--- src/rtl/irq_ctrl_pkg.sv ---
// Shared constants, state encoding and mstatus helpers for the machine-mode trap sequencer.
package irq_ctrl_pkg;

  localparam logic [31:0] INST_ECALL  = 32'h0000_0073;
  localparam logic [31:0] INST_EBREAK = 32'h0010_0073;
  localparam logic [31:0] INST_MRET   = 32'h3020_0073;

  localparam logic [31:0] CSR_MSTATUS = 32'h0000_0300;
  localparam logic [31:0] CSR_MEPC    = 32'h0000_0341;
  localparam logic [31:0] CSR_MCAUSE  = 32'h0000_0342;

  localparam logic [31:0] CAUSE_ECALL  = 32'd11;
  localparam logic [31:0] CAUSE_EBREAK = 32'd3;
  localparam logic [31:0] CAUSE_IRQ    = 32'h8000_000B;

  localparam int unsigned MSTATUS_MIE  = 3;
  localparam int unsigned MSTATUS_MPIE = 7;

  typedef enum logic [2:0] {
    ST_IDLE    = 3'd0,
    ST_MEPC    = 3'd1,
    ST_MSTATUS = 3'd2,
    ST_MCAUSE  = 3'd3,
    ST_ASSERT  = 3'd4,
    ST_MRET    = 3'd5
  } state_e;

  // Trap entry: stash MIE into MPIE and disable interrupts.
  function automatic logic [31:0] trap_mstatus(input logic [31:0] m);
    logic [31:0] r;
    r               = m;
    r[MSTATUS_MPIE] = m[MSTATUS_MIE];
    r[MSTATUS_MIE]  = 1'b0;
    return r;
  endfunction

  // Trap return: restore MIE from MPIE and set MPIE.
  function automatic logic [31:0] mret_mstatus(input logic [31:0] m);
    logic [31:0] r;
    r               = m;
    r[MSTATUS_MIE]  = m[MSTATUS_MPIE];
    r[MSTATUS_MPIE] = 1'b1;
    return r;
  endfunction

endpackage

--- src/rtl/irq_ctrl.sv ---
// Machine-mode trap sequencer: decodes ecall/ebreak/mret/irq in decode, writes mepc/mstatus/mcause
// through the shared CSR port while holding the pipeline, then redirects fetch.
module irq_ctrl
  import irq_ctrl_pkg::*;
(
  input  logic        clk,
  input  logic        rst,
  input  logic        irq_i,
  input  logic [31:0] inst_i,
  input  logic [31:0] inst_addr_i,
  input  logic        jump_flag_i,
  input  logic [31:0] jump_addr_i,
  input  logic        div_busy_i,
  input  logic [31:0] csr_mtvec_i,
  input  logic [31:0] csr_mepc_i,
  input  logic [31:0] csr_mstatus_i,
  output logic        hold_flag_o,
  output logic        we_o,
  output logic [31:0] waddr_o,
  output logic [31:0] data_o,
  output logic        int_assert_o,
  output logic [31:0] int_addr_o
);

  state_e      state_q, state_d;
  logic [31:0] cause_q, cause_d;
  logic [31:0] ret_addr_q, ret_addr_d;
  logic [31:0] mstatus_q, mstatus_d;

  logic        we_d, int_assert_d;
  logic [31:0] waddr_d, data_d, int_addr_d;

  logic is_mret, is_ecall, is_ebreak, is_irq, in_idle, trigger;

  always_comb begin
    is_mret   = (inst_i == INST_MRET);
    is_ecall  = (inst_i == INST_ECALL);
    is_ebreak = (inst_i == INST_EBREAK);
    is_irq    = irq_i & csr_mstatus_i[MSTATUS_MIE] & ~div_busy_i;
    in_idle   = (state_q == ST_IDLE);
    trigger   = in_idle & (is_mret | is_ecall | is_ebreak | is_irq);
  end

  assign hold_flag_o = ~in_idle | trigger;

  always_comb begin
    state_d    = state_q;
    cause_d    = cause_q;
    ret_addr_d = ret_addr_q;
    mstatus_d  = mstatus_q;
    unique case (state_q)
      ST_IDLE: begin
        // Synchronous events outrank the interrupt; a lost irq stays pending on the level.
        if (is_mret) begin
          state_d = ST_MRET;
        end else if (is_ecall || is_ebreak) begin
          state_d    = ST_MEPC;
          cause_d    = is_ecall ? CAUSE_ECALL : CAUSE_EBREAK;
          ret_addr_d = inst_addr_i;
          mstatus_d  = csr_mstatus_i;
        end else if (is_irq) begin
          state_d    = ST_MEPC;
          cause_d    = CAUSE_IRQ;
          ret_addr_d = jump_flag_i ? jump_addr_i : inst_addr_i;
          mstatus_d  = csr_mstatus_i;
        end
      end
      ST_MEPC:    state_d = ST_MSTATUS;
      ST_MSTATUS: state_d = ST_MCAUSE;
      ST_MCAUSE:  state_d = ST_ASSERT;
      ST_MRET:    state_d = ST_ASSERT;
      ST_ASSERT:  state_d = ST_IDLE;
      default:    state_d = ST_IDLE;
    endcase
  end

  // Outputs are registered, so they are computed for the state being entered.
  always_comb begin
    we_d         = 1'b0;
    waddr_d      = '0;
    data_d       = '0;
    int_assert_d = 1'b0;
    int_addr_d   = '0;
    unique case (state_d)
      ST_MEPC: begin
        we_d    = 1'b1;
        waddr_d = CSR_MEPC;
        data_d  = ret_addr_d;
      end
      ST_MSTATUS: begin
        we_d    = 1'b1;
        waddr_d = CSR_MSTATUS;
        data_d  = trap_mstatus(mstatus_q);
      end
      ST_MCAUSE: begin
        we_d    = 1'b1;
        waddr_d = CSR_MCAUSE;
        data_d  = cause_q;
      end
      ST_MRET: begin
        we_d    = 1'b1;
        waddr_d = CSR_MSTATUS;
        data_d  = mret_mstatus(csr_mstatus_i);
      end
      ST_ASSERT: begin
        int_assert_d = 1'b1;
        int_addr_d   = (state_q == ST_MRET) ? csr_mepc_i : csr_mtvec_i;
      end
      default: ;
    endcase
  end

  always_ff @(posedge clk or negedge rst) begin
    if (!rst) begin
      state_q    <= ST_IDLE;
      cause_q    <= '0;
      ret_addr_q <= '0;
      mstatus_q  <= '0;
    end else begin
      state_q    <= state_d;
      cause_q    <= cause_d;
      ret_addr_q <= ret_addr_d;
      mstatus_q  <= mstatus_d;
    end
  end

  always_ff @(posedge clk or negedge rst) begin
    if (!rst) begin
      we_o         <= 1'b0;
      waddr_o      <= '0;
      data_o       <= '0;
      int_assert_o <= 1'b0;
      int_addr_o   <= '0;
    end else begin
      we_o         <= we_d;
      waddr_o      <= waddr_d;
      data_o       <= data_d;
      int_assert_o <= int_assert_d;
      int_addr_o   <= int_addr_d;
    end
  end

endmodule

--- config.mk ---
export PLATFORM = sky130hd
export DESIGN_NAME = irq_ctrl
export DESIGN_NICKNAME = d
export VERILOG_FILES = /design/src/rtl/irq_ctrl_pkg.sv /design/src/rtl/irq_ctrl.sv
export SDC_FILE = /design/constraint.sdc
export NUM_CORES = 1
export LEC_CHECK = 0
export CORE_UTILIZATION = 26
export DETAILED_ROUTE_END_ITERATION = 10
export PLACE_DENSITY = 0.6
export SYNTH_ARGS = -nofsm -noshare
export SYNTH_HDL_FRONTEND = slang
export SYNTH_SLANG_ARGS = --single-unit
--- constraint.sdc ---
create_clock -name clk -period 6.8 [get_ports clk]
set_clock_uncertainty 0.15 [all_clocks]
set_input_delay 1.36 -clock clk [delete_from_list [all_inputs] [get_ports clk]]
set_output_delay 1.36 -clock clk [all_outputs]
set_load 0.01 [all_outputs]
# == After elaboration in Yosys (flattened, before gate mapping) ==
# Cells that the tools add are included.
# totals
register_bits,197
word_cells,58
in_bits,197
# op_classes
bitwise_logic,10
eq_ne,12
reduce_logical,7
n_mux,20
# ops
cell,n
32-bit two-way mux,11
32-bit one-hot mux with 4 select lines,1
"32-bit by 21-bit == test with 1-bit output, second input constant",1
"32-bit by 30-bit == test with 1-bit output, second input constant",1
"32-bit by 7-bit == test with 1-bit output, second input constant",1
10-bit one-hot mux with 3 select lines,1
"3-bit by 2-bit == test with 1-bit output, second input constant",4
3-bit one-hot mux with 4 select lines,1
"3-bit == test, second input constant",3
3-bit two-way mux,3
"3-bit by 1-bit == test with 1-bit output, second input constant",2
4-bit two-way mux,1
1-bit OR,4
2-bit OR reduction,2
4-bit OR reduction,1
1-bit AND,3
3-bit logical NOT,1
1-bit inverter,3
3-bit AND reduction,1
1-bit two-way mux,2
2-bit nonzero test,1
1-bit logical OR,1

# == Logic depth before layout (Yosys ltp) ==
# Gate-level depths: netlist of run 1.
# logic_depth
word_depth,9
mapped_depth,10
mapped_depth_nobuf,8

# == Worst setup path after synthesis of run 1 ==
# OpenSTA, ideal clock, no wires.
# synth_path
path_type,input to output
startpoint,input inst_i[12]
endpoint,output hold_flag_o
slack_ns,2.837
t_arrival_ns,2.453
n_path_buf,0
cell_stages,4
t_required_ns,5.290
path_cell_list,nor4b_2 > nand4_2 > or3_1 > nand3_1
# synth_via
elab_chain_cells,6
elab_cells_between_ends,8
# synth_rtl
item,line,rtl
"start, declared",irq_ctrl.sv:9,"input logic [31:0] inst_i,"
32-bit by 30-bit == test with 1-bit output or 32-bit by 7-bit == test with 1-bit output (tied branches),"irq_ctrl.sv:36, irq_ctrl.sv:37",
1-bit OR,irq_ctrl.sv:41,trigger = in_idle & (is_mret | is_ecall | is_ebreak | is_irq);
1-bit OR (*) (2 in a row),irq_ctrl.sv:41,
1-bit AND (*),irq_ctrl.sv:41,
1-bit OR (*),irq_ctrl.sv:44,assign hold_flag_o = ~in_idle | trigger;
"end, declared",irq_ctrl.sv:17,"output logic hold_flag_o,"
# Every way passes the cells marked *; elsewhere a longest branch is shown, timed or not.

# == Worst setup path after layout of run 1 ==
# layout_path
startpoint,input inst_i[23]
endpoint,output hold_flag_o
# Same word-level chain as after synthesis.

==> results.py, run 1 <==
metrics = {
    "setup_path": {
        "worstRegToRegCells": 6,
        "arrival_ps": 3730,
        "cp.required_ps": 5290,
        "crit_fanout": 5,
        "start_kind": "primary input",
        "cp-end-kind": "primary output",
        "r2r_start": "state_q[2]$_DFF_PN0_",
        "critPathKind": "primary input to primary output",
        "reg2reg_to": "mstatus_q[13]$_DFFE_PN0P_",
        "reg2reg_slack_ps": 3280,
    },
    "global_routing": {
        "grt_max_degree": 71,
        "grt_use_total_pct": 16.55,
        "grt_pass1_vias": 5507,
        "grt_first_pass_wirelength_mm": 30.58,
        "antenna_found_initial": 1,
        "grt_overflow": 0,
    },
    "logic_synthesis": {
        "synth_warnings": 0,
        "synth_area_per_cell_um2": 9.951,
        "synth-simple-area-share_pct": 12.28,
        "synth_top_area_cell": "dfrtp_1",
        "synth-main-ff-cell": "dfrtp_1",
        "synth_commonest_cells": "133 x dfrtp_1, 104 x nand2_1, 60 x a21oi_1",
        "synth-xor-area-share_pct": 0.1382,
        "synth_top_cell_area_share_pct": 52.51,
        "postSynthCellCount": 637,
        "synth_compound_area_share_pct": 17.63,
        "synthesis.area_mm2": 0.006339,
        "synth.area.top_cells": "dfrtp_1 53%, nand2_1 6.2%, a21oi_1 4.7%, o21ai_0 4.5%, mux2_2 3.6%",
        "ys_types": 47,
        "ys_ff_latch": 133,
        "async_flop_share_pct": 100.0,
        "synth_fa_ha_area_share_pct": 0,
        "synth_top_family_by_area": "compound AO/OA/AOI/OAI gates",
        "synthMostInstantiatedCell": "dfrtp_1",
        "synthMuxAreaShare_pct": 9.949,
        "ys_seq_area_share_pct": 52.51,
        "synth_edf_count": 0,
    },
    "floorplan": {
        "ios": 296,
        "core_region_area_mm2": 0.02368,
        "die_w_um": 158.1,
        "fp-row-count": 56,
        "die_area_mm2": 0.02501,
        "die_h_um": 158.1,
        "initial_utilization_pct": 26.76,
    },
    "status": {
        "outcome": "completed",
    },
    "clock_network": {
        "cts_buffers": 17,
        "clkSlewWorstSetupHoldPaths_ps": 60,
        "cts_setup_buffers": 0,
        "cts.sinks": 133,
        "h-tree-depth": 4,
        "cts_buffer_depth": 2,
        "cts-resized-gates": 0,
        "cts-root-buf": "clkbuf_16",
        "cts_tree": "built",
        "postCtsHoldBufs": 0,
        "clk_latency_ps": 410,
    },
    "timing": {
        "hold_viol": 0,
        "tightest_slew_ps": 1086,
        "period_needed_ps": 5241,
        "drv_slew": 0,
        "fin_crit_sh_pct": 77.08,
        "rsz0062_at_grt": "no",
        "finalSetupTns_ps": 0,
        "fmax_mhz": 190.8,
        "finalSetupViolCount": 0,
        "slew_headroom_pct": 27.41,
    },
    "drt": {
        "drtIter0Drc": 229,
        "vias_per_cell": 4.551,
        "drcViolationCount": 0,
        "routedWlPerCell_um": 16.96,
        "via_count": 5525,
        "firstDrtPassIters": 5,
        "finalWirelength_mm": 20.60,
        "ant_nets": 0,
    },
    "cells_and_area": {
        "layout-drive-gt1-share_pct": 10.28,
        "nets": 1079,
        "area_growth_pct": 54.28,
        "final_cell_count_no_fill": 1214,
        "antenna_cells": 0,
        "fillers": 2423,
    },
    "place": {
        "io_buffer_count": 268,
        "dp_hpwl_mm": 14.28,
        "gp_congestion": 0.7777,
        "place_inst": 1182,
    },
    "power_and_ir_drop": {
        "p_leak_uw": 0.004131,
        "powerDensity_mw_per_mm2": 337.0,
        "ir_drop_mv": 0.1473,
    },
    "worst_hold_path": {
        "hp-class": "flop to flop",
        "min_path_cells": 2,
        "hp-start": "mstatus_q[17]$_DFFE_PN0P_",
        "whs_endpoint": "data_o[17]$_DFF_PN0_",
    },
    "job": {
        "cap_violations": 0,
    },
}
==> metrics by stage <==
stage	power [uW]	setup slack, ps	area (um2)	hold slack [ps]	util, %
6_report	3296	1559	9779	322.1	41.29
5_1_grt	3523	1425	9779	333.2	41.29
4_1_cts	3352	1554	9779	322.1	41.29
3_5_place_dp	2387	1554	9180	304.5	38.76
3_3_place_gp	2365	1539	9180	300.7	38.76
2_1_floorplan	1845	2837	6436	283.4	-
==> critical path: stages <==
cell and delay, ps:
clkdlybuf4s50_1 450, nor4_1 300, nand3_1 370, or3_1 560, nand3_1 120, clkdlybuf4s50_1 560
==> cell type report <==
cell class                 count  area, um2  area share [%]
clock buffer                  19      452.9           4.632
clock inverter                13      146.4           1.497
inverter                      10      37.54          0.3838
multi-input combinational    443       2669           27.29
sequential                   133       3328           34.03
tap                          319      399.1           4.081
timing repair buffer         277       2746           28.08
==> metal layers <==
layer / share of wire, % / track usage [%] / vias up / wire, um
met5: 0.058 / 0 / - / 12
met4: 1.1 / 4.625 / 2 / 223
met3: 9.1 / 5.667 / 16 / 1880
met2: 50 / 28.72 / 243 / 10240
met1: 40 / 19.24 / 2601 / 8234
li1: - / - / 2663 / -
==> logic make-up after synthesis <==
kind of cell	count (synthesis)
and+or+nand+nor	172
xor gates and xnor gates	1
other	1
DFF	133
AOI/OAI and AO/OA	189
muxes	54
buffers and inverters	87
==> worst max-delay path by stage <==
stage                     startpoint     endpoint  slack, ps  depth (start not counted)
after floorplan           inst_i[12]  hold_flag_o       2840                          4
after global placement    inst_i[23]  hold_flag_o       1540                          6
after detailed placement  inst_i[23]  hold_flag_o       1550                          6
after CTS                 inst_i[23]  hold_flag_o       1550                          6
after global routing      inst_i[23]  hold_flag_o       1430                          6
final                     inst_i[23]  hold_flag_o       1560                          6
==> flip-flops by register name, summed over array words and instances (netlist names) <==
register,cells
waddr_o,4
int_addr_o,32
ret_addr_q,27
state_q,3
data_o,32
cause_q,3
mstatus_q,31
int_assert_o,1
==> layout by cell type (no fill, tap or decap), types with 4 or more instances in the layout <==
| cell | synthesis | routed |
|---|---|---|
| o21ai_0 | 57 | 57 |
| o22ai_1 | 7 | 7 |
| a22oi_1 | 27 | 27 |
| clkinvlp_4 | 0 | 5 |
| a211oi_1 | 21 | 21 |
| nor4_1 | 4 | 4 |
| inv_6 | 0 | 4 |
| conb_1 | 1 | 27 |
| dfrtp_1 | 133 | 133 |
| clkbuf_16 | 0 | 17 |
| inv_1 | 9 | 9 |
| mux2i_1 | 21 | 21 |
| nand2_1 | 104 | 104 |
| buf_4 | 29 | 9 |
| a21oi_1 | 60 | 60 |
| nor2_1 | 35 | 34 |
| clkdlybuf4s50_1 | 0 | 266 |
| a31oi_1 | 7 | 7 |
| mux2_2 | 20 | 20 |
| mux2_4 | 13 | 13 |
==> power by group <==
| group | switching, uW | internal [uW] |
|---|---|---|
| registers | 132 | 1080 |
| logic | 548 | 593 |
| clock network | 381 | 565 |
Power figures use the tool's default switching activity.
==> run 2, diff against run 1 <==
--- a/config.mk
+++ b/config.mk
@@ -7,7 +7,7 @@
 export LEC_CHECK = 0
 export CORE_UTILIZATION = 26
 export DETAILED_ROUTE_END_ITERATION = 10
-export PLACE_DENSITY = 0.6
+export PLACE_DENSITY = 0.62
 export SYNTH_ARGS = -nofsm -noshare
 export SYNTH_HDL_FRONTEND = slang
 export SYNTH_SLANG_ARGS = --single-unit
==> constraint.sdc (replaced) <==
create_clock -name clk -period 4.2 [get_ports clk]
set_clock_uncertainty 0.15 [all_clocks]
set_input_delay 0.84 -clock clk [delete_from_list [all_inputs] [get_ports clk]]
set_output_delay 0.84 -clock clk [all_outputs]
set_load 0.01 [all_outputs]
==> run 2 against run 1 <==
  * Clock power increased by 47%
  * Register-to-register slack got worse by 1500 ps
  * Clock-buffer cell count increased by 3
  * Sequential power increased by 62%
  * Global-route usage increased by 0.29 points
  * Via count increased by 0.96%
  * Worst hold slack got worse by 2.4 ps
  * Worst setup slack got worse by 1200 ps
  * Combinational power increased by 65%
  * Total power increased by 59%
==> results.py, run 2 (same netlist as run 1, synthesis figures left out) <==
metrics = {
    "power_and_ir_drop": {
        "swShare_pct": 31.99,
        "power.switching_uw": 1674,
        "p_leak_uw": 0.004172,
        "powerDensity_mw_per_mm2": 531.7,
        "p_int_uw": 3560,
        "p_seq_share_pct": 37.5,
        "ir_drop_mv": 0.2345,
        "pwr-share-clk_pct": 26.6,
        "p_comb_share_pct": 35.9,
        "finalPower_uw": 5234,
    },
    "global_routing": {
        "grt_max_degree": 76,
        "grt_pass1_vias": 5785,
        "grt_first_pass_wirelength_mm": 31.36,
        "antenna_found_initial": 0,
        "grt_use_total_pct": 16.84,
        "grt_overflow": 0,
    },
    "clock_network": {
        "h-tree-depth": 4,
        "cts_setup_buffers": 0,
        "postCtsHoldBufs": 0,
        "cts-resized-gates": 0,
        "cts_tree": "built",
        "cts_buffers": 17,
        "cts_buffer_depth": 2,
        "cts.sinks": 133,
        "cts-root-buf": "clkbuf_16",
        "clkSlewWorstSetupHoldPaths_ps": 50,
        "clk_latency_ps": 400,
    },
    "drt": {
        "firstDrtPassIters": 5,
        "drtIter0Drc": 249,
        "via_count": 5578,
        "finalWirelength_mm": 20.62,
        "routedWlPerCell_um": 16.84,
        "ant_nets": 0,
        "vias_per_cell": 4.557,
        "drcViolationCount": 0,
    },
    "worst_hold_path": {
        "hp-class": "flop to flop",
        "hp-start": "mstatus_q[17]$_DFFE_PN0P_",
    },
    "floorplan": {
        "die_h_um": 158.1,
        "initial_utilization_pct": 26.76,
        "ios": 296,
        "fp-row-count": 56,
        "core_region_area_mm2": 0.02368,
        "die_w_um": 158.1,
        "die_area_mm2": 0.02501,
    },
    "setup_path": {
        "startpoint": "inst_i[24]",
        "arrival_ps": 2890,
        "crit_fanout": 3,
        "cp.required_ps": 3210,
        "start_kind": "primary input",
        "critPathKind": "primary input to primary output",
        "reg2reg_slack_ps": 1750,
        "r2r_start": "state_q[0]$_DFF_PN0_",
        "cp-end-kind": "primary output",
    },
    "timing": {
        "period_needed_ps": 3879,
        "hold_viol": 0,
        "fmax_mhz": 257.8,
        "rsz0062_at_grt": "no",
        "finalSetupTns_ps": 0,
        "slew_headroom_pct": 26.53,
        "fin_ws_ps": 320.7,
        "finalSetupViolCount": 0,
        "tightest_slew_ps": 1099,
        "fin_crit_sh_pct": 92.36,
        "drv_slew": 0,
    },
    "cells_and_area": {
        "final_cell_count_no_fill": 1224,
        "layout_commonest_cell": "clkdlybuf4s50_1",
        "area_growth_pct": 55.31,
        "layout-drive-gt1-share_pct": 10.94,
        "antenna_cells": 0,
        "nets": 1090,
        "layout_common_cells": "266 x clkdlybuf4s50_1, 133 x dfrtp_1, 104 x nand2_1",
        "final_cell_area_mm2": 0.009844,
        "fillers": 2411,
        "reg_top3": "data_o (32), int_addr_o (32), mstatus_q (31)",
    },
    "status": {
        "outcome": "completed",
    },
    "place": {
        "place_inst": 1193,
        "gp_congestion": 0.7882,
        "dp_hpwl_mm": 14.90,
        "io_buffer_count": 268,
        "post_dp_cell_area_mm2": 0.009300,
        "pre_cts_slack_ps": 292.8,
    },
    "job": {
        "cap_violations": 0,
    },
}
[run 2: cell count changes in the layout (fill, tap and decap cells not counted), sizes merged]
cell      change
buf          +11
bufinv        -1
clkbuf        +3
clkinv        +2
clkinvlp      -1
inv           -4
[run 2: per-layer routing]
layer	share of wire [%]	routed length (um)	vias up	GRT usage [%]
met5	0	0	-	0
met4	1.9	393	0	5.311
met3	8.1	1666	18	6.077
met2	50	10250	216	29.18
met1	40	8302	2659	19.18
li1	-	-	2685	-
[run 2: critical path, cell delays in order]
cell	delay [ps]
clkdlybuf4s50_1	420
nor4_1	290
nand3_1	220
or3_1	440
nand3_1	110
clkdlybuf4s50_1	570
[run 2: cell type report]
| cell class | instances | area [um2] | area share [%] |
|---|---|---|---|
| well taps | 319 | 399.1 | 4.054 |
| flip-flops and latches | 133 | 3328 | 33.81 |
| repair buffers | 288 | 2867 | 29.12 |
| multi-input cells | 443 | 2669 | 27.11 |
| clock buffers | 22 | 464.2 | 4.715 |
| inverters | 10 | 37.54 | 0.3813 |
| clock inverters | 9 | 80.08 | 0.8134 |
[run 2: metrics by stage]
step	util (%)	hold WS [ps]
after detailed placement	39.27	304.9
after CTS	41.57	320.1
final	41.57	319.7
after floorplan	-	283.4
after global placement	39.27	300.3
after global routing	41.57	350.7
[run 2: worst paths after layout]
kind                            depth (start not counted)                        to
max in group asynchronous                               2  int_addr_o[28]$_DFF_PN0_
worst max register to register                          6  int_addr_o[29]$_DFF_PN0_
min in group asynchronous                               1  ret_addr_q[22]$_DFF_PN0_
worst min-delay path                                    2      data_o[17]$_DFF_PN0_
worst min register to register                          2      data_o[17]$_DFF_PN0_
worst max-delay path                                    6               hold_flag_o
[run 2: power by group through the flow]
stage / registers, uW / logic (uW) / clock network [uW]
global placement: 1970 / 1880 / 0
CTS: 1970 / 1910 / 1440
detailed placement: 1990 / 1900 / 0
finish: 1960 / 1880 / 1390
floorplan: 2020 / 972 / 0
global route: 2020 / 2080 / 1490
